--- config.mk ---
export PLATFORM = sky130hd
export DESIGN_NAME = prog_loader
export DESIGN_NICKNAME = d
export VERILOG_FILES = /design/src/rtl/prog_loader.sv
export SDC_FILE = /design/constraint.sdc
export NUM_CORES = 1
export LEC_CHECK = 0
export CAP_MARGIN = 20
export CORE_MARGIN = 5
export CORE_UTILIZATION = 55
export DETAILED_ROUTE_END_ITERATION = 12
export MAX_ROUTING_LAYER = met4
export PLACE_DENSITY = 0.91
export SKIP_CTS_REPAIR_TIMING = 1
export SLEW_MARGIN = 20
export SYNTH_ARGS = -nofsm -noshare
export SYNTH_HDL_FRONTEND = slang
export SYNTH_SLANG_ARGS = --single-unit
export TNS_END_PERCENT = 100
--- constraint.sdc ---
create_clock -name clk_i -period 6.5 [get_ports clk_i]
set_input_delay 1.3 -clock clk_i [delete_from_list [all_inputs] [get_ports clk_i]]
set_output_delay 1.3 -clock clk_i [all_outputs]
set_load 0.005 [all_outputs]
--- src/rtl/prog_loader.sv ---
// prog_loader: writer side of the instruction memory.
// Accepts a byte stream over valid/ready and packs it into little-endian
// words. Each word is written with a one-cycle strobe. The CPU is held in
// reset until the last word of the image has been written.
module prog_loader #(
    parameter int ADDRESS_WIDTH = 32,
    parameter int BYTE_WIDTH    = 8,
    parameter int DEPTH_WORDS   = 1024
) (
    input  logic                     clk_i,
    input  logic                     rst_i,
    input  logic                     start_i,
    input  logic [ADDRESS_WIDTH-1:0] len_i,
    input  logic                     byte_valid_i,
    input  logic [BYTE_WIDTH-1:0]    byte_data_i,
    output logic                     byte_ready_o,
    output logic                     we_o,
    output logic [ADDRESS_WIDTH-1:0] waddr_o,
    output logic [ADDRESS_WIDTH-1:0] wdata_o,
    output logic                     busy_o,
    output logic                     done_o,
    output logic                     cpu_rst_o,
    output logic                     error_o
);

    typedef enum logic [1:0] {
        IDLE  = 2'd0,
        LOAD  = 2'd1,
        FLUSH = 2'd2,
        DONE  = 2'd3
    } state_t;

    // Byte capacity, one bit wider than the counter so 4*DEPTH_WORDS can
    // never alias to a small value.
    localparam logic [ADDRESS_WIDTH:0] CAPACITY = (ADDRESS_WIDTH+1)'(4 * DEPTH_WORDS);

    state_t                   state_reg;
    state_t                   state_next;
    logic [ADDRESS_WIDTH-1:0] len_reg;
    logic [ADDRESS_WIDTH-1:0] count_reg;
    logic [ADDRESS_WIDTH-1:0] asm_reg;
    logic [ADDRESS_WIDTH-1:0] word_next;
    logic                     we_reg;
    logic [ADDRESS_WIDTH-1:0] waddr_reg;
    logic [ADDRESS_WIDTH-1:0] wdata_reg;
    logic                     error_reg;

    logic [1:0] lane;
    logic       start_ok;
    logic       accept;
    logic       is_final;
    logic       in_range;

    assign lane     = count_reg[1:0];
    assign start_ok = start_i && ((state_reg == IDLE) || (state_reg == DONE));
    assign accept   = byte_valid_i && (state_reg == LOAD);
    // Counter stops at len-1, so even a maximal length never wraps.
    assign is_final = (count_reg == (len_reg - 1'b1));
    assign in_range = ({1'b0, count_reg} < CAPACITY);

    // Insert the incoming byte into its lane; lane 0 starts a fresh word
    // so a short final word pads with zeros instead of stale bytes.
    for (genvar gi = 0; gi < 4; gi++) begin : g_lane
        assign word_next[gi*BYTE_WIDTH +: BYTE_WIDTH] =
            (lane == 2'(gi)) ? byte_data_i :
            (lane == 2'd0)   ? '0 : asm_reg[gi*BYTE_WIDTH +: BYTE_WIDTH];
    end

    // State register.
    always_ff @(posedge clk_i or posedge rst_i) begin
        if (rst_i) begin
            state_reg <= IDLE;
        end else begin
            state_reg <= state_next;
        end
    end

    // Next-state logic; start is only honoured in IDLE and DONE.
    always_comb begin
        state_next = state_reg;
        case (state_reg)
            IDLE, DONE: begin
                if (start_i) begin
                    state_next = (len_i == '0) ? DONE : LOAD;
                end
            end
            LOAD: begin
                if (accept && is_final) begin
                    state_next = FLUSH;
                end
            end
            FLUSH:   state_next = DONE;
            default: state_next = IDLE;
        endcase
    end

    // Datapath: counter, word assembly, registered write port and error flag.
    always_ff @(posedge clk_i or posedge rst_i) begin
        if (rst_i) begin
            len_reg   <= '0;
            count_reg <= '0;
            asm_reg   <= '0;
            we_reg    <= 1'b0;
            waddr_reg <= '0;
            wdata_reg <= '0;
            error_reg <= 1'b0;
        end else begin
            we_reg <= 1'b0;
            if (start_ok) begin
                len_reg   <= len_i;
                count_reg <= '0;
                asm_reg   <= '0;
                error_reg <= 1'b0;
            end else if (accept) begin
                count_reg <= count_reg + 1'b1;
                asm_reg   <= word_next;
                if (!in_range) begin
                    // Out-of-range bytes are drained but never written.
                    error_reg <= 1'b1;
                end else if ((lane == 2'd3) || is_final) begin
                    we_reg    <= 1'b1;
                    waddr_reg <= {count_reg[ADDRESS_WIDTH-1:2], 2'b00};
                    wdata_reg <= word_next;
                end
            end
        end
    end

    assign byte_ready_o = (state_reg == LOAD);
    assign busy_o       = (state_reg == LOAD) || (state_reg == FLUSH);
    assign done_o       = (state_reg == DONE);
    assign cpu_rst_o    = (state_reg != DONE);
    assign we_o         = we_reg;
    assign waddr_o      = waddr_reg;
    assign wdata_o      = wdata_reg;
    assign error_o      = error_reg;

endmodule

==> flow_summary_export.csv <==
group,metric,value,unit
critical_path,worst_setup_path_end_kind,"register",
power_and_ir_drop,cell_internal_pwr,2.43,mW
grt,grt_max_degree,115,
power_and_ir_drop,p_comb_share,32.9,%
layout,seqCellArea,4050,µm²
grt,grt.total_usage,23.6,%
layout,finalInstanceArea,9960,µm²
logic_synthesis,ys_async_sr_fraction,100,%
layout,post-route-util,68.3,%
logic_synthesis,top_reg_cell_synth,"sky130_fd_sc_hd__dfrtp_1",
critical_path,crit_path_max_fanout,63,
sta,worst_pin_slew,0.847,ns
sta,final_critical_path_share_of_the_clock_period,70.7,%
layout,multi_input_area,3780,µm²
logic_synthesis,synth_seq_area_share,49.4,%
route,drc_marker_count_from_the_first_detailed_route_iteration,553,
layout,fill_cell_instance_count_of_the_final_layout,1053,
power_and_ir_drop,ir_worst_vdd,0.234,mV
sta,timing.final.ws_setup,1.91,ns
route,drt-wirelength-per-cell,18.5,µm
layout,mostFrequentLayoutCells,"sky130_fd_sc_hd__dfrtp_1 (162), sky130_fd_sc_hd__clkdlybuf4s50_1 (111), sky130_fd_sc_hd__nor2_1 (70), sky130_fd_sc_hd__mux2_2 (40), sky130_fd_sc_hd__a21oi_1 (39)",
logic_synthesis,synthCells,797,
placed_design,preCtsSetupSlack,1.95,ns
logic_synthesis,synth-edff-count,0,
min_path,hp-class,"register to register",
power_and_ir_drop,p_per_area,373,nW/µm²
grt,grt.overflow.total,0,
placed_design,dpl_cell_area,9360,µm²
floorplan,top_level_ports,114,
critical_path,regToRegStartpoint,"len_reg[6]",
grt,grt_pass1_wl,32800,µm
sta,max_freq,218,MHz
logic_synthesis,mappedNetlistArea,8210,µm²
power_and_ir_drop,p_clk_share,27.5,%
placed_design,hpwl,13800,µm
logic_synthesis,synth.distinct_cells,57,
route,detail_route.drc_violations,0,
grt,number_of_antenna_violations_at_the_first_check_in_global_routing,0,
floorplan,start_util,56.3,%
floorplan,die_area,17500,µm²
sta,rsz_0062_raised_after_global_routing,"false",
logic_synthesis,ys_seq_elements,162,
cts,cts-buffers-inserted,17,
outcome,result_of_the_run,"finished clean",
sta,slew_viol_final,0,
critical_path,arrival,4.91,ns
floorplan,coreArea,14600,µm²
cts,worst_setup_hold_path_clk_slew,0.06,ns
cts,tritoncts_num_sinks,162,
cts,clock-root-buffer,"sky130_fd_sc_hd__clkbuf_16",
route,wirelength,19900,µm
critical_path,timing.critical_path.from_type,"register",
placed_design,globalplace.congestion,0.951,
placed_design,placed_cells_incl_taps,1042,
cts,clock_tree_from_tritoncts,"yes",
power_and_ir_drop,power.switching_fraction,34.7,%
critical_path,critical_path_required,6.82,ns
layout,areaGrowthSynthToFinish,21.3,%
logic_synthesis,synth_warnings,0,
layout,final_net_count,929,
sta,timing.slew.headroom,43.5,%
placed_design,input_output_buffers,111,
sta,clock_skew,0.00933,ns
grt,vias_in_the_first_global_route,6307,
layout,antennaDiodeCount,0,
flow_run,cap_violations,0,
route,drt_pass1_iterations,6,
critical_path,crit_path_start,"len_reg[6]",
floorplan,die_w,132,µm
sta,timing.final.setup_violations,0,
floorplan,rows,44,
power_and_ir_drop,p_leak,4.23,nW
sta,hold_viol,0,
cts,clock_latency,0.44,ns
power_and_ir_drop,power.switching,1.29,mW
layout,drive_above_1_share,8.88,%
cts,cts-htree-levels,4,
cts,clockBufferDepth,2,
power_and_ir_drop,seq_power_share,39.6,%
critical_path,criticalPathCategory,"register to register",
route,routed_via_density,5.97,
min_path,worstHoldStart,"wdata_o[29]",
layout,layout.cells.most_common,"sky130_fd_sc_hd__dfrtp_1",
sta,layout_min_cycle_time,4.59,ns
logic_synthesis,syn_avg_cell_area,10.3,µm²
layout,post_layout_nonfiller_instances,1074,
route,antenna_violating_nets_post_route,0,
route,vias,6411,
sta,tns,0,ns
floorplan,dieHeight,132,µm
[worst paths after layout]
kind / to / slack [ns] / cells past startpoint
worst max-delay path: waddr_o[8] / 1.91 / 9
worst min-delay path: wdata_o[29] / 0.49 / 1
worst max register to register: waddr_o[8] / 1.91 / 9
worst min register to register: wdata_o[29] / 0.49 / 1
max in group asynchronous: waddr_o[24] / 3.95 / 3
min in group asynchronous: waddr_o[15] / 1.41 / 2
[cell usage after synthesis, types with 5 or more instances]
cell type                  number  share of area [%]
sky130_fd_sc_hd__nand4_1       15                1.1
sky130_fd_sc_hd__ha_1           8                1.2
sky130_fd_sc_hd__xor2_1        29                3.1
sky130_fd_sc_hd__xnor2_1       33                3.5
sky130_fd_sc_hd__inv_1         38                1.7
sky130_fd_sc_hd__nand2_1       34                1.6
sky130_fd_sc_hd__nor3_1        16               0.98
sky130_fd_sc_hd__buf_4          6               0.55
sky130_fd_sc_hd__nand4b_1       5               0.53
sky130_fd_sc_hd__and3_1         7               0.53
sky130_fd_sc_hd__or4_1          9               0.82
sky130_fd_sc_hd__mux2_1        17                2.3
sky130_fd_sc_hd__nor2_1        70                3.2
sky130_fd_sc_hd__nor4_1        24                1.8
sky130_fd_sc_hd__clkbuf_1      29                1.3
sky130_fd_sc_hd__or3_1         13               0.99
sky130_fd_sc_hd__mux2_2        40                5.5
sky130_fd_sc_hd__o21ai_0       12               0.73
sky130_fd_sc_hd__mux2i_1       24                2.9
sky130_fd_sc_hd__dfrtp_1      162                 49
sky130_fd_sc_hd__nor3b_1       23                2.1
sky130_fd_sc_hd__a22oi_1       24                2.2
sky130_fd_sc_hd__a21oi_1       39                2.4
sky130_fd_sc_hd__buf_1         17               0.78
sky130_fd_sc_hd__nand3_1       24                1.5
sky130_fd_sc_hd__nor2b_1       23                1.8
[routing by layer]
layer	global-route usage [%]	routed length, µm
met5	-	0
met4	8.37	473
met3	5.19	1090
met2	38.3	9940
met1	29.3	8380
[through the flow]
| stage | hold slack (ns) | power [mW] |
|---|---|---|
| floorplan | 0.483 | 2.24 |
| CTS | 0.488 | 3.72 |
| global placement | 0.467 | 2.64 |
| detailed placement | 0.475 | 2.69 |
| global route | 0.497 | 3.92 |
| finish | 0.487 | 3.72 |
[power by group through the flow]
stage | combinational (mW) | clock (mW) | sequential [mW]
after floorplan | 0.829 | 0 | 1.41
after global placement | 1.17 | 0 | 1.47
after detailed placement | 1.21 | 0 | 1.48
after CTS | 1.22 | 1.04 | 1.47
after global routing | 1.34 | 1.07 | 1.51
final | 1.22 | 1.02 | 1.47
[cell type report]
class	count	share of cell area, %
clock buffer	21	4.42
clock inverter	11	1.53
inverter	38	1.51
timing repair buffer	116	11.5
multi-input combinational	542	38.0
sequential	162	40.7
tap	184	2.31
[worst max-delay path, cell delays in order (launching register included)]
cell                      delay, ns
sky130_fd_sc_hd__dfrtp_1       0.48
sky130_fd_sc_hd__or4_1         0.68
sky130_fd_sc_hd__or4_1         0.73
sky130_fd_sc_hd__o41ai_2       0.38
sky130_fd_sc_hd__nor4b_1       0.28
sky130_fd_sc_hd__o31ai_1       0.12
sky130_fd_sc_hd__or4_4         0.53
sky130_fd_sc_hd__a21oi_4       0.16
sky130_fd_sc_hd__buf_4         0.63
sky130_fd_sc_hd__mux2_1        0.40
[cells by family after synthesis]
kind of cell	synth area share, %
adder cells (fa/ha/maj)	1.22
other	0.0457
buffers and inverters	4.63
AND/OR/NAND/NOR	18.5
XOR/XNOR	6.61
flip-flops	49.4
multiplexers	10.7
AO/OA/AOI/OAI	8.89
Power figures use the tool's default switching activity.
